[config.mk]
export PLATFORM = sky130hd
export DESIGN_NAME = csr_file_irq_flat
export DESIGN_NICKNAME = d
export VERILOG_FILES = /design/src/rtl/csr_file_irq_pkg.sv /design/src/rtl/csr_file_irq_if.sv /design/src/rtl/csr_file_irq_counter.sv /design/src/rtl/csr_file_irq.sv /design/src/flat_wrapper.sv
export SDC_FILE = /design/constraint.sdc
export NUM_CORES = 1
export LEC_CHECK = 0
export ABC_CLOCK_PERIOD_IN_PS = 2500
export CAP_MARGIN = 20
export CORE_AREA = 2 2 390 392
export DETAILED_ROUTE_END_ITERATION = 6
export DIE_AREA = 0 0 392 394
export SLEW_MARGIN = 20
export SYNTH_ARGS = -nofsm -noshare
export SYNTH_HDL_FRONTEND = slang
export SYNTH_SLANG_ARGS = --single-unit
[constraint.sdc]
create_clock -name clk -period 2.5 [get_ports clk]
set_input_delay 0.25 -clock clk [delete_from_list [all_inputs] [get_ports clk]]
set_output_delay 0.25 -clock clk [all_outputs]
set_load 0.01 [all_outputs]
[src/rtl/csr_file_irq_pkg.sv]
// csr_file_irq_pkg: CSR addresses, cause codes, privilege levels and mstatus layout
// shared by the CSR file, its access interface and its counters.
package csr_file_irq_pkg;
    typedef enum logic [1:0] {CSR_NONE, CSR_RW, CSR_RS, CSR_RC} csr_op_e;

    localparam logic [1:0] PRIV_U = 2'd0;
    localparam logic [1:0] PRIV_M = 2'd3;

    localparam logic [11:0] CSR_MSTATUS   = 12'h300;
    localparam logic [11:0] CSR_MIE       = 12'h304;
    localparam logic [11:0] CSR_MTVEC     = 12'h305;
    localparam logic [11:0] CSR_MSCRATCH  = 12'h340;
    localparam logic [11:0] CSR_MEPC      = 12'h341;
    localparam logic [11:0] CSR_MCAUSE    = 12'h342;
    localparam logic [11:0] CSR_MTVAL     = 12'h343;
    localparam logic [11:0] CSR_MIP       = 12'h344;
    localparam logic [11:0] CSR_MCYCLE    = 12'hB00;
    localparam logic [11:0] CSR_MINSTRET  = 12'hB02;
    localparam logic [11:0] CSR_MVENDORID = 12'hF11;
    localparam logic [11:0] CSR_MARCHID   = 12'hF12;
    localparam logic [11:0] CSR_MIMPID    = 12'hF13;
    localparam logic [11:0] CSR_MHARTID   = 12'hF14;

    localparam logic [3:0] IRQ_MSI = 4'd3;
    localparam logic [3:0] IRQ_MTI = 4'd7;
    localparam logic [3:0] IRQ_MEI = 4'd11;

    typedef struct packed {
        logic [1:0] mpp;
        logic       mpie;
        logic       mie;
    } mstatus_t;

    // Only MIE/MPIE/MPP are implemented; all other mstatus bits read as zero.
    function automatic logic [63:0] mstatus_xlen(mstatus_t s);
        return {51'b0, s.mpp, 3'b0, s.mpie, 3'b0, s.mie, 3'b0};
    endfunction
endpackage

[src/rtl/csr_file_irq_if.sv]
// csr_file_irq_if: CSR instruction access bus between the execute/commit stage and the CSR file.
interface csr_file_irq_if;
    import csr_file_irq_pkg::*;
    csr_op_e     csr_op;
    logic [11:0] csr_addr;
    logic [63:0] csr_wdata;
    logic [63:0] csr_rdata;
    logic        csr_illegal;
    modport master (output csr_op, csr_addr, csr_wdata, input csr_rdata, csr_illegal);
    modport slave  (input csr_op, csr_addr, csr_wdata, output csr_rdata, csr_illegal);
endinterface

[src/rtl/csr_file_irq_counter.sv]
// csr_file_irq_counter: 64-bit wrapping counter with write override and variable increment.
module csr_file_irq_counter #(
    parameter int IW = 1
) (
    input  logic          clk,
    input  logic          reset,
    input  logic          we_i,
    input  logic [63:0]   wdata_i,
    input  logic [IW-1:0] inc_i,
    output logic [63:0]   cnt_o
);
    logic [63:0] cnt_q;
    always_ff @(posedge clk or negedge reset) begin
        if (!reset) cnt_q <= '0;
        else        cnt_q <= we_i ? wdata_i : cnt_q + 64'(inc_i);
    end
    assign cnt_o = cnt_q;
endmodule

[src/rtl/csr_file_irq.sv]
// csr_file_irq: machine-mode CSR file with interrupt arbitration, trap entry/return and counters.
// Define CSR_VECTORED_MTVEC_EN to accept mtvec.MODE=1 and vector interrupts to base + 4*cause.
module csr_file_irq
    import csr_file_irq_pkg::*;
#(
    parameter logic [63:0] HART_ID     = 64'h0,
    parameter int          RETIRE_N    = 1,
    parameter logic [63:0] MTVEC_RESET = 64'h0,
    localparam int         RW          = $clog2(RETIRE_N + 1)
) (
    input  logic          clk,
    input  logic          reset,
    csr_file_irq_if.slave csr,
    input  logic [RW-1:0] retire_cnt,
    input  logic          exc_valid,
    input  logic [3:0]    exc_cause,
    input  logic [63:0]   exc_tval,
    input  logic [63:0]   exc_pc,
    input  logic          mret,
    input  logic          irq_msip,
    input  logic          irq_mtip,
    input  logic          irq_meip,
    input  logic          irq_boundary,
    output logic          trap_redirect,
    output logic [63:0]   trap_pc,
    output logic [1:0]    priv_mode,
    output logic [63:0]   mstatus_out,
    output logic [63:0]   mtvec_out,
    output logic [63:0]   mepc_out,
    output logic [63:0]   mcause_out,
    output logic [63:0]   mtval_out,
    output logic [63:0]   mip_out,
    output logic [63:0]   mie_out,
    output logic [63:0]   mscratch_out,
    output logic [63:0]   mcycle_out,
    output logic [63:0]   minstret_out
);
`ifdef CSR_VECTORED_MTVEC_EN
    localparam logic [63:0] MTVEC_WMASK = ~64'h2;
`else
    localparam logic [63:0] MTVEC_WMASK = ~64'h3;
`endif
    mstatus_t    mstatus_q, mstatus_d;
    logic [1:0]  priv_q, priv_d;
    logic [63:0] mtvec_q, mtvec_d, mepc_q, mepc_d, mcause_q, mcause_d, mtval_q, mtval_d;
    logic [63:0] mie_q, mie_d, mscratch_q, mscratch_d, mip_q, mip_d;
    logic [63:0] mcycle, minstret, rdata, wval, base, irq_pc;
    logic [3:0]  irq_code;
    logic        known, wr_req, illegal, csr_we, irq_take, p_mei, p_msi, p_mti;

    always_comb begin
        known = 1'b1;
        rdata = '0;
        case (csr.csr_addr)
            CSR_MSTATUS:  rdata = mstatus_xlen(mstatus_q);
            CSR_MIE:      rdata = mie_q;
            CSR_MTVEC:    rdata = mtvec_q;
            CSR_MSCRATCH: rdata = mscratch_q;
            CSR_MEPC:     rdata = mepc_q;
            CSR_MCAUSE:   rdata = mcause_q;
            CSR_MTVAL:    rdata = mtval_q;
            CSR_MIP:      rdata = mip_q;
            CSR_MCYCLE:   rdata = mcycle;
            CSR_MINSTRET: rdata = minstret;
            CSR_MHARTID:  rdata = HART_ID;
            CSR_MVENDORID, CSR_MARCHID, CSR_MIMPID: rdata = '0;
            default:      known = 1'b0;
        endcase
    end

    // RS/RC with a zero operand are pure reads, so they stay legal on read-only CSRs.
    assign wr_req  = csr.csr_op == CSR_RW || (csr.csr_op != CSR_NONE && csr.csr_wdata != '0);
    assign illegal = csr.csr_op != CSR_NONE &&
                     (!known || priv_q != PRIV_M || (csr.csr_addr[11:10] == 2'b11 && wr_req));
    assign wval    = csr.csr_op == CSR_RW ? csr.csr_wdata :
                     csr.csr_op == CSR_RS ? rdata | csr.csr_wdata : rdata & ~csr.csr_wdata;
    assign csr.csr_rdata   = rdata;
    assign csr.csr_illegal = illegal;

    assign p_mei    = mip_q[11] & mie_q[11];
    assign p_msi    = mip_q[3] & mie_q[3];
    assign p_mti    = mip_q[7] & mie_q[7];
    assign irq_take = (priv_q != PRIV_M || mstatus_q.mie) && irq_boundary && !exc_valid &&
                      (p_mei || p_msi || p_mti);
    assign irq_code = p_mei ? IRQ_MEI : p_msi ? IRQ_MSI : IRQ_MTI;
    assign csr_we   = wr_req && !illegal && !exc_valid && !irq_take && !mret;
    assign mip_d    = {52'b0, irq_meip, 3'b0, irq_mtip, 3'b0, irq_msip, 3'b0};

    assign base = {mtvec_q[63:2], 2'b00};
`ifdef CSR_VECTORED_MTVEC_EN
    assign irq_pc = mtvec_q[0] ? base + {58'b0, irq_code, 2'b00} : base;
`else
    assign irq_pc = base;
`endif
    assign trap_redirect = reset && (exc_valid || irq_take || mret);
    assign trap_pc = !reset ? '0 : exc_valid ? base : irq_take ? irq_pc : mret ? mepc_q : '0;

    always_comb begin
        mstatus_d  = mstatus_q;
        priv_d     = priv_q;
        mtvec_d    = mtvec_q;
        mepc_d     = mepc_q;
        mcause_d   = mcause_q;
        mtval_d    = mtval_q;
        mie_d      = mie_q;
        mscratch_d = mscratch_q;
        if (exc_valid || irq_take) begin
            mepc_d         = exc_pc;
            mcause_d       = exc_valid ? {60'b0, exc_cause} : {1'b1, 59'b0, irq_code};
            mtval_d        = exc_valid ? exc_tval : '0;
            mstatus_d.mpie = mstatus_q.mie;
            mstatus_d.mie  = 1'b0;
            mstatus_d.mpp  = priv_q;
            priv_d         = PRIV_M;
        end else if (mret) begin
            mstatus_d.mie  = mstatus_q.mpie;
            mstatus_d.mpie = 1'b1;
            mstatus_d.mpp  = PRIV_U;
            priv_d         = mstatus_q.mpp;
        end else if (csr_we) begin
            case (csr.csr_addr)
                CSR_MSTATUS:  mstatus_d = '{mpp: wval[12:11] == PRIV_M ? PRIV_M : PRIV_U,
                                            mpie: wval[7], mie: wval[3]};
                CSR_MTVEC:    mtvec_d = wval & MTVEC_WMASK;
                CSR_MEPC:     mepc_d = wval;
                CSR_MCAUSE:   mcause_d = wval;
                CSR_MTVAL:    mtval_d = wval;
                CSR_MIE:      mie_d = wval;
                CSR_MSCRATCH: mscratch_d = wval;
                default: ;
            endcase
        end
    end

    always_ff @(posedge clk or negedge reset) begin
        if (!reset) begin
            mstatus_q  <= '0;
            priv_q     <= PRIV_M;
            mtvec_q    <= MTVEC_RESET;
            mepc_q     <= '0;
            mcause_q   <= '0;
            mtval_q    <= '0;
            mie_q      <= '0;
            mscratch_q <= '0;
            mip_q      <= '0;
        end else begin
            mstatus_q  <= mstatus_d;
            priv_q     <= priv_d;
            mtvec_q    <= mtvec_d;
            mepc_q     <= mepc_d;
            mcause_q   <= mcause_d;
            mtval_q    <= mtval_d;
            mie_q      <= mie_d;
            mscratch_q <= mscratch_d;
            mip_q      <= mip_d;
        end
    end

    csr_file_irq_counter #(.IW(1)) u_mcycle (
        .clk, .reset, .we_i(csr_we && csr.csr_addr == CSR_MCYCLE), .wdata_i(wval),
        .inc_i(1'b1), .cnt_o(mcycle)
    );
    csr_file_irq_counter #(.IW(RW)) u_minstret (
        .clk, .reset, .we_i(csr_we && csr.csr_addr == CSR_MINSTRET), .wdata_i(wval),
        .inc_i(retire_cnt), .cnt_o(minstret)
    );

    assign priv_mode    = priv_q;
    assign mstatus_out  = mstatus_xlen(mstatus_q);
    assign mtvec_out    = mtvec_q;
    assign mepc_out     = mepc_q;
    assign mcause_out   = mcause_q;
    assign mtval_out    = mtval_q;
    assign mip_out      = mip_q;
    assign mie_out      = mie_q;
    assign mscratch_out = mscratch_q;
    assign mcycle_out   = mcycle;
    assign minstret_out = minstret;
endmodule

[src/flat_wrapper.sv]
// flat-port wrapper written by rule: the top's interface ports become plain ports
module csr_file_irq_flat import csr_file_irq_pkg::*;
#(
    parameter logic [63:0] HART_ID     = 64'h0,
    parameter int          RETIRE_N    = 1,
    parameter logic [63:0] MTVEC_RESET = 64'h0,
    localparam int         RW          = $clog2(RETIRE_N + 1)
)
  (clk, reset, retire_cnt, exc_valid, exc_cause, exc_tval, exc_pc, mret, irq_msip, irq_mtip, irq_meip, irq_boundary, trap_redirect, trap_pc, priv_mode, mstatus_out, mtvec_out, mepc_out, mcause_out, mtval_out, mip_out, mie_out, mscratch_out, mcycle_out, minstret_out, csr_csr_op, csr_csr_addr, csr_csr_wdata, csr_csr_rdata, csr_csr_illegal);
  csr_file_irq_if csr_i ();
  input  logic clk;
  input  logic reset;
  input  logic [RW-1:0] retire_cnt;
  input  logic exc_valid;
  input  logic [3:0] exc_cause;
  input  logic [63:0] exc_tval;
  input  logic [63:0] exc_pc;
  input  logic mret;
  input  logic irq_msip;
  input  logic irq_mtip;
  input  logic irq_meip;
  input  logic irq_boundary;
  output logic trap_redirect;
  output logic [63:0] trap_pc;
  output logic [1:0] priv_mode;
  output logic [63:0] mstatus_out;
  output logic [63:0] mtvec_out;
  output logic [63:0] mepc_out;
  output logic [63:0] mcause_out;
  output logic [63:0] mtval_out;
  output logic [63:0] mip_out;
  output logic [63:0] mie_out;
  output logic [63:0] mscratch_out;
  output logic [63:0] mcycle_out;
  output logic [63:0] minstret_out;
  input wire logic [$bits(csr_i.csr_op)-1:0] csr_csr_op;
  input wire logic [$bits(csr_i.csr_addr)-1:0] csr_csr_addr;
  input wire logic [$bits(csr_i.csr_wdata)-1:0] csr_csr_wdata;
  output wire logic [$bits(csr_i.csr_rdata)-1:0] csr_csr_rdata;
  output wire logic [$bits(csr_i.csr_illegal)-1:0] csr_csr_illegal;
  assign csr_i.csr_op = csr_csr_op;
  assign csr_i.csr_addr = csr_csr_addr;
  assign csr_i.csr_wdata = csr_csr_wdata;
  assign csr_csr_rdata = csr_i.csr_rdata;
  assign csr_csr_illegal = csr_i.csr_illegal;
  csr_file_irq #(.HART_ID(HART_ID), .RETIRE_N(RETIRE_N), .MTVEC_RESET(MTVEC_RESET)) u_core (.clk(clk), .reset(reset), .csr(csr_i), .retire_cnt(retire_cnt), .exc_valid(exc_valid), .exc_cause(exc_cause), .exc_tval(exc_tval), .exc_pc(exc_pc), .mret(mret), .irq_msip(irq_msip), .irq_mtip(irq_mtip), .irq_meip(irq_meip), .irq_boundary(irq_boundary), .trap_redirect(trap_redirect), .trap_pc(trap_pc), .priv_mode(priv_mode), .mstatus_out(mstatus_out), .mtvec_out(mtvec_out), .mepc_out(mepc_out), .mcause_out(mcause_out), .mtval_out(mtval_out), .mip_out(mip_out), .mie_out(mie_out), .mscratch_out(mscratch_out), .mcycle_out(mcycle_out), .minstret_out(minstret_out));
endmodule
==> flow_summary.toml, run 1 <==
[logic_synthesis]
synth.distinct_cells = 92
yosysTopAreaCell = "dfrtp_1"
ys.warnings.count = 0
post-synth-top-area-fraction = 0.391
most_numerous_cell_in_the_yosys_netlist = "dfrtp_1"
synthArstFlopShare = 1.00
post_synth_top_flop = "dfrtp_1"
synth_area_mm2 = 0.0331
synth-seq-area-share = 0.392
synth-edff-count = 0
synth.cells.most_frequent = "dfrtp_1 (517), nand2_1 (414), mux2_2 (199), mux2i_1 (186), nand3_1 (181)"
avgSynthCellArea_um2 = 9.59
synth-seq-cells = 519
ys_top_cells_by_area = "dfrtp_1 (39%), mux2_2 (6.8%), mux2i_1 (5.6%)"
synthesis.instances = 3454

[clock_tree]
htree_num_levels = 3
cts.root.buffer_cell = "clkbuf_16"
clk_latency_ps = 710
path_clk_slew_ps = 60
cts_sinks = 519
cts-root-to-sink-buffers = 3
tritoncts_clock_tree = "yes"
numCtsBuffers = 68

[pwr]
sw_frac_of_total = 0.313
cell_internal_pwr_mw = 18.5
seq_power_share = 0.342
clock_power_share = 0.408
net-switching-power_mw = 8.42
vdd_drop_max_v = 0.000507
total_power_mw = 26.9
powerDensity_mw_per_mm2 = 462
p_leak_nw = 25.8
pwr-share-comb = 0.249

[floorplanning]
placementRows = 143
initial_core_util = 0.220
core_region_area_mm2 = 0.151
design.die.area_mm2 = 0.154
die-width_um = 392
die_h_um = 394
design.portCount = 991

[worst_setup_path]
critical_path.reg2reg.startpoint = "u_core.mie_out[11]$_DFFE_PN0P_"
cp-start-kind = "flip-flop"
critical_setup_path_class = "flip-flop to output port"
worstSetupEndpointType = "output port"
crit_path_max_fanout = 6
crit_start = "u_core.mie_out[11]$_DFFE_PN0P_"
critPathArrivalTime_ps = 2830
cp_data_required_time_ps = 2250
r2r_cells = 14

[global_routing]
global_route.usage.total = 0.319
grt_max_degree = 117
grt_first_pass_wirelength_mm = 341
grt_antenna_before_repair = 30
grt_pass1_vias = 38600
grt.overflow.total = 0

[timing]
timing.max_slew.rel_slack = 0.422
fin_setup_tns_ps = -155530
rsz_0062_raised_after_global_routing = "yes"
maxSlewViolCount = 0
final_critical_path_setup_slack_ps = -582
finalHoldWorstSlack_ps = 44.7
worst_clock_skew_ps = 55.0
worst_slew_pin_slew_ps = 867
post-route-min-period_ps = 3080
min_period_over_period = 1.23
fmaxAchievable_ghz = 0.324
setup_viol = 601
report.final.hold_viol_count = 0

[drt]
antenna_violating_nets_remaining = 0
drt-total-wl_mm = 258
vias_cell = 5.51
number_of_drc_violations_after_detailed_routing_iteration_0 = 5455
route.vias.total = 40500
route.detailed.wl_per_inst_um = 35.2
route.detailed.drc = 6
firstDrtPassIters = 7

[placement]
numPortBuffers = 867
routabilityCongestion = 0.970
post_placement_cell_area_mm2 = 0.0512
dp.final_hpwl_mm = 193

[job]
maxCapViolations = 0

[cells_and_area]
syn_to_final_growth_pct = 76.1
layout.nets = 5486
final_area_mm2 = 0.0583
fillCellCount = 14900
drive_above_1_share = 0.363

[status]
status = "finished with violations"
violations = "design-rule violations, negative setup slack"

[hold_path]
worst_hold_path_type = "input port to asynchronous set/reset pin"
## flip-flops by register name (all words and copies together), names as in the netlist
name and count:
u_core.mstatus_out 4, u_core.u_minstret.cnt_o 64, u_core.mscratch_out 64, u_core.mie_out 64
u_core.u_mcycle.cnt_o 64, u_core.priv_mode 2, u_core.mtval_out 64, u_core.mepc_out 64
u_core.mtvec_out 62, u_core.mip_out 3, u_core.mcause_out 64
## worst max-delay path, cell delays in order (launching register included)
cell and delay (ps):
dfrtp_1 390, a222oi_1 340, buf_4 190, nor3_4 40, nor2_4 140, buf_12 170, buf_12 110, buf_16 170
nand3_4 90, a21boi_4 300, buf_6 150
## power by group through the flow
stage	Sequential, mW	Clock (mW)	Combinational, mW
floorplan	9.42	0	1.88
global placement	9.34	0	5.76
detailed placement	9.34	0	5.79
CTS	9.18	11.0	6.43
global route	9.23	11.4	6.94
finish	9.22	11.0	6.71
## what timing repair did
| item | 4_1_cts | 5_1_grt |
|---|---|---|
| endpoints found under the setup margin | 643 | 626 |
| cloned | 31 | 12 |
| setup buffers | 180 | 36 |
| hold buffers | 8 | 0 |
| resized for setup | 914 | 121 |
| pin swaps | 177 | 58 |
| hold endpoints to repair | 312 | 0 |
## per-layer routing
layer | wire (um) | track usage
met1 | 98700 | 0.400
met4 | 19100 | 0.185
met3 | 30800 | 0.102
met5 | 205 | 0
met2 | 110000 | 0.478
## layout make-up
class / instances / area [um^2] / area share
inverters: 49 / 184 / 0.00315
clock inverters: 26 / 455 / 0.00781
flip-flops and latches: 519 / 13000 / 0.223
diodes: 11 / 27.5 / 0.000472
repair buffers: 2023 / 20300 / 0.347
well taps: 2030 / 2540 / 0.0436
multi-input cells: 2603 / 19900 / 0.341
clock buffers: 91 / 1940 / 0.0333
## cells by family after synthesis
group / synth area share
AND/OR/NAND/NOR: 0.163
AO/OA/AOI/OAI: 0.182
flip-flops: 0.392
buffers and inverters: 0.0722
multiplexers: 0.140
XOR/XNOR: 0.0497
adder cells (fa/ha/maj): 0.00113
other: 0.000113
## final timing paths
path | endpoint | slack [ps]
setup / recovery | trap_pc[47] | -580
hold / removal | u_core.u_minstret.cnt_o[37]$_DFF_PN0_ | 40
setup reg to reg | u_core.mepc_out[8]$_DFFE_PN0P_ | -510
hold reg to reg | u_core.mscratch_out[19]$_DFFE_PN0P_ | 540
max in group asynchronous | u_core.u_minstret.cnt_o[28]$_DFF_PN0_ | 950
min in group clk | u_core.mcause_out[63]$_DFFE_PN0P_ | 60
## placed cells by master, fill, tap and decap left out, drive strengths merged, types with 67 or more instances in the layout
master,netlist,final
nand2,414,414
nor2,76,76
o211ai,67,67
clkbuf,156,103
buf,249,1256
nor3,69,69
a22oi,128,128
conb,1,123
xnor2,157,157
nand3,183,183
mux2,229,229
mux2i,186,186
dfrtp,517,517
clkdlybuf4s50,0,705
a21oi,105,105
## metrics by stage
| stage | util | worst slack (ps) | cells |
|---|---|---|---|
| floorplan | - | -2.28 | 3576 |
| global placement | 0.340 | -1360 | 6980 |
| detailed placement | 0.340 | -1350 | 6980 |
| CTS | 0.380 | -662 | 7303 |
| global route | 0.387 | -641 | 7345 |
| finish | 0.387 | -582 | 7352 |
(Power assumes the default switching activity.)
==> run 2: changes to the inputs <==
- ABC_AREA: unset -> 1
- CORE_AREA: 2 2 390 392 -> 2 2 388 390
- DIE_AREA: 0 0 392 394 -> 0 0 390 392
==> run 2 against run 1 <==
The flow still finishes with violations (design-rule violations, negative setup slack). Worst hold slack worse by 3.5 ps. Sequential share of layout area hardly changed. Clock skew shrank 30 ps. Flip-flop and latch count unchanged. Area after synthesis fell by 0.99%. Utilization is 0.43 points higher. Via count rose by 8.8%. Critical path type unchanged. Largest power group unchanged. Highest routed layer unchanged.
==> flow_summary.toml, run 2 <==
[logic_synthesis]
synth.cells.most_frequent = "nand2_1 (2453), dfrtp_1 (517), nand3_1 (465), nor2_1 (422), inv_1 (255)"
most_numerous_cell_in_the_yosys_netlist = "nand2_1"
synth_compound_area_frac = 0.0447
synthAdderAreaFrac = 0.00114
ys.warnings.count = 0
post-synth-top-area-fraction = 0.395
synth.distinct_cells = 40
synth_area_mm2 = 0.0328
post_synth_top_flop = "dfrtp_1"
synth_top_family_by_area = "simple AND/OR/NAND/NOR gates"
avgSynthCellArea_um2 = 6.46
yosysTopAreaCell = "dfrtp_1"
ys_top_cells_by_area = "dfrtp_1 (39%), nand2_1 (28%), nand3_1 (7.1%)"
synth-edff-count = 0
synth-seq-area-share = 0.396
synth-seq-cells = 519
synthArstFlopShare = 1.00
synth-simple-area-share = 0.431
synth_xor_area_frac = 0.0305
synthesis.instances = 5072
synth.mux.area_fraction = 0

[placement]
dp.final_hpwl_mm = 206
routabilityCongestion = 1.00
numPortBuffers = 867
post_placement_cell_area_mm2 = 0.0495
detailedPlace.worstSlack_ps = -1040

[drt]
route.detailed.drc = 3
number_of_drc_violations_after_detailed_routing_iteration_0 = 6105
antenna_violating_nets_remaining = 0
route.vias.total = 44100
firstDrtPassIters = 7
vias_cell = 5.03
drt-total-wl_mm = 273
route.detailed.wl_per_inst_um = 31.2

[floorplanning]
design.portCount = 991
design.die.area_mm2 = 0.153
placementRows = 142
die-width_um = 390
initial_core_util = 0.220
die_h_um = 392
core_region_area_mm2 = 0.149

[clock_tree]
tritoncts_clock_tree = "yes"
cts.root.buffer_cell = "clkbuf_16"
clk_latency_ps = 670
path_clk_slew_ps = 50
htree_num_levels = 3
numCtsBuffers = 69
cts_sinks = 519
cts-root-to-sink-buffers = 3

[worst_setup_path]
worstSetupEndpointType = "output port"
critPathArrivalTime_ps = 2750
critical_setup_path_class = "flip-flop to output port"
cp_data_required_time_ps = 2250
cp-start-kind = "flip-flop"
crit_path_max_fanout = 5

[timing]
timing.max_slew.rel_slack = 0.397
min_period_over_period = 1.20
final_critical_path_setup_slack_ps = -502
fin_setup_tns_ps = -185250
report.final.hold_viol_count = 0
worst_clock_skew_ps = 25.3
maxSlewViolCount = 0
post-route-min-period_ps = 3000
setup_viol = 629
finalHoldWorstSlack_ps = 41.1
fmaxAchievable_ghz = 0.333
worst_slew_pin_slew_ps = 904
rsz_0062_raised_after_global_routing = "yes"

[global_routing]
global_route.usage.total = 0.336
grt_first_pass_wirelength_mm = 354
grt_pass1_vias = 41200
grt.overflow.total = 0
grt_max_degree = 120
grt_antenna_before_repair = 13

[cells_and_area]
most-common-layout-cells = "nand2_1 (2094), clkdlybuf4s50_1 (723), buf_4 (682)"
regArea_mm2 = 0.0130
syn_to_final_growth_pct = 77.7
area_of_the_multi_input_gates_mm2 = 0.0194
final_core_area_utilization = 0.391
layout.nets = 6980
layout_commonest_cell = "nand2_1"
final_area_mm2 = 0.0583
drive_above_1_share = 0.262
fillCellCount = 15600

[status]
violations = "design-rule violations, negative setup slack"
status = "finished with violations"

[pwr]
vdd_drop_max_v = 0.000441
powerDensity_mw_per_mm2 = 424
p_leak_nw = 29.5

[hold_path]
worst_hold_path_type = "input port to flip-flop"

[job]
maxCapViolations = 0
## run 2: changes by cell type after synthesis, moves of 131 or more
cell / delta
nand2_1: +2039
nor2_1: +348
nand3_1: +284
inv_1: +206
mux2_2: -199
mux2i_1: -186
xnor2_1: -131
## run 2: final timing paths
kind,start,endpoint,slack [ps],cells after the start
setup / recovery,u_core.priv_mode[0]$_DFFE_PN1N_,trap_pc[27],-500,13
hold reg to reg,u_core.mscratch_out[59]$_DFFE_PN0P_,u_core.mscratch_out[59]$_DFFE_PN0P_,500,2
min in group asynchronous,reset,u_core.mtvec_out[24]$_DFFE_PN0P_,200,3
setup reg to reg,u_core.priv_mode[0]$_DFFE_PN1N_,u_core.mtval_out[53]$_DFFE_PN0P_,-440,20
max in group asynchronous,reset,u_core.priv_mode[0]$_DFFE_PN1N_,1010,5
hold / removal,irq_mtip,u_core.mip_out[7]$_DFF_PN0_,40,1
## run 2: critical path, stage by stage (launching register included)
cell     delay (ps)
dfstp_2         530
nand2_2          70
inv_2            90
nand2_2          50
nand4_1         190
nand2_4         110
nor2_4          110
buf_12          150
buf_16          150
buf_12          170
nand2_4          50
a21oi_2         160
buf_6           140
buf_12          100
## run 2: area by class of cell
type / count / area share
multi-input combinational: 4038 / 0.333
antenna: 11 / 0.000472
tap: 1944 / 0.0417
clock inverter: 24 / 0.00584
sequential: 519 / 0.223
timing repair buffer: 1863 / 0.343
inverter: 267 / 0.0187
clock buffer: 99 / 0.0345
## run 2: where the power goes
| part | switching [mW] | internal, mW |
|---|---|---|
| logic | 2.68 | 2.04 |
| clock network | 4.50 | 6.25 |
| registers | 0.551 | 8.69 |
## run 2: kinds of logic (layout without fill, tap and decap cells)
family / count (synthesis) / after routing
AOI/OAI and AO/OA: 288 / 288
xor gates and xnor gates: 114 / 114
adders and majority gates: 3 / 3
buffers and inverters: 640 / 2253
DFF: 519 / 519
other: 1 / 134
and+or+nand+nor: 3507 / 3510
## run 2: what timing repair did
action	in CTS	in global routing
setup endpoints to repair	585	644
hold endpoints to repair	141	0
buffers inserted	159	24
hold buffers	1	0
cloned	45	37
pin swaps	91	89
resized for setup	917	424
## run 2: per-stage QoR
| stage | total power [mW] | instances |
|---|---|---|
| after floorplan | 10.4 | 5194 |
| after global routing | 25.3 | 8760 |
| final | 24.7 | 8765 |
| after global placement | 13.4 | 8387 |
| after detailed placement | 13.4 | 8387 |
| after CTS | 24.4 | 8703 |
## run 2: layer usage
layer  wire [um]  global-route usage  part of all wire  vias to the layer above
met3       30200              0.0918              0.11                      514
met5          26                   0          0.000095                        -
met1      114000               0.460              0.42                    21600
li1            -                   -                 -                    19100
met4       14600               0.141             0.053                        4
met2      114000               0.494              0.42                     2869
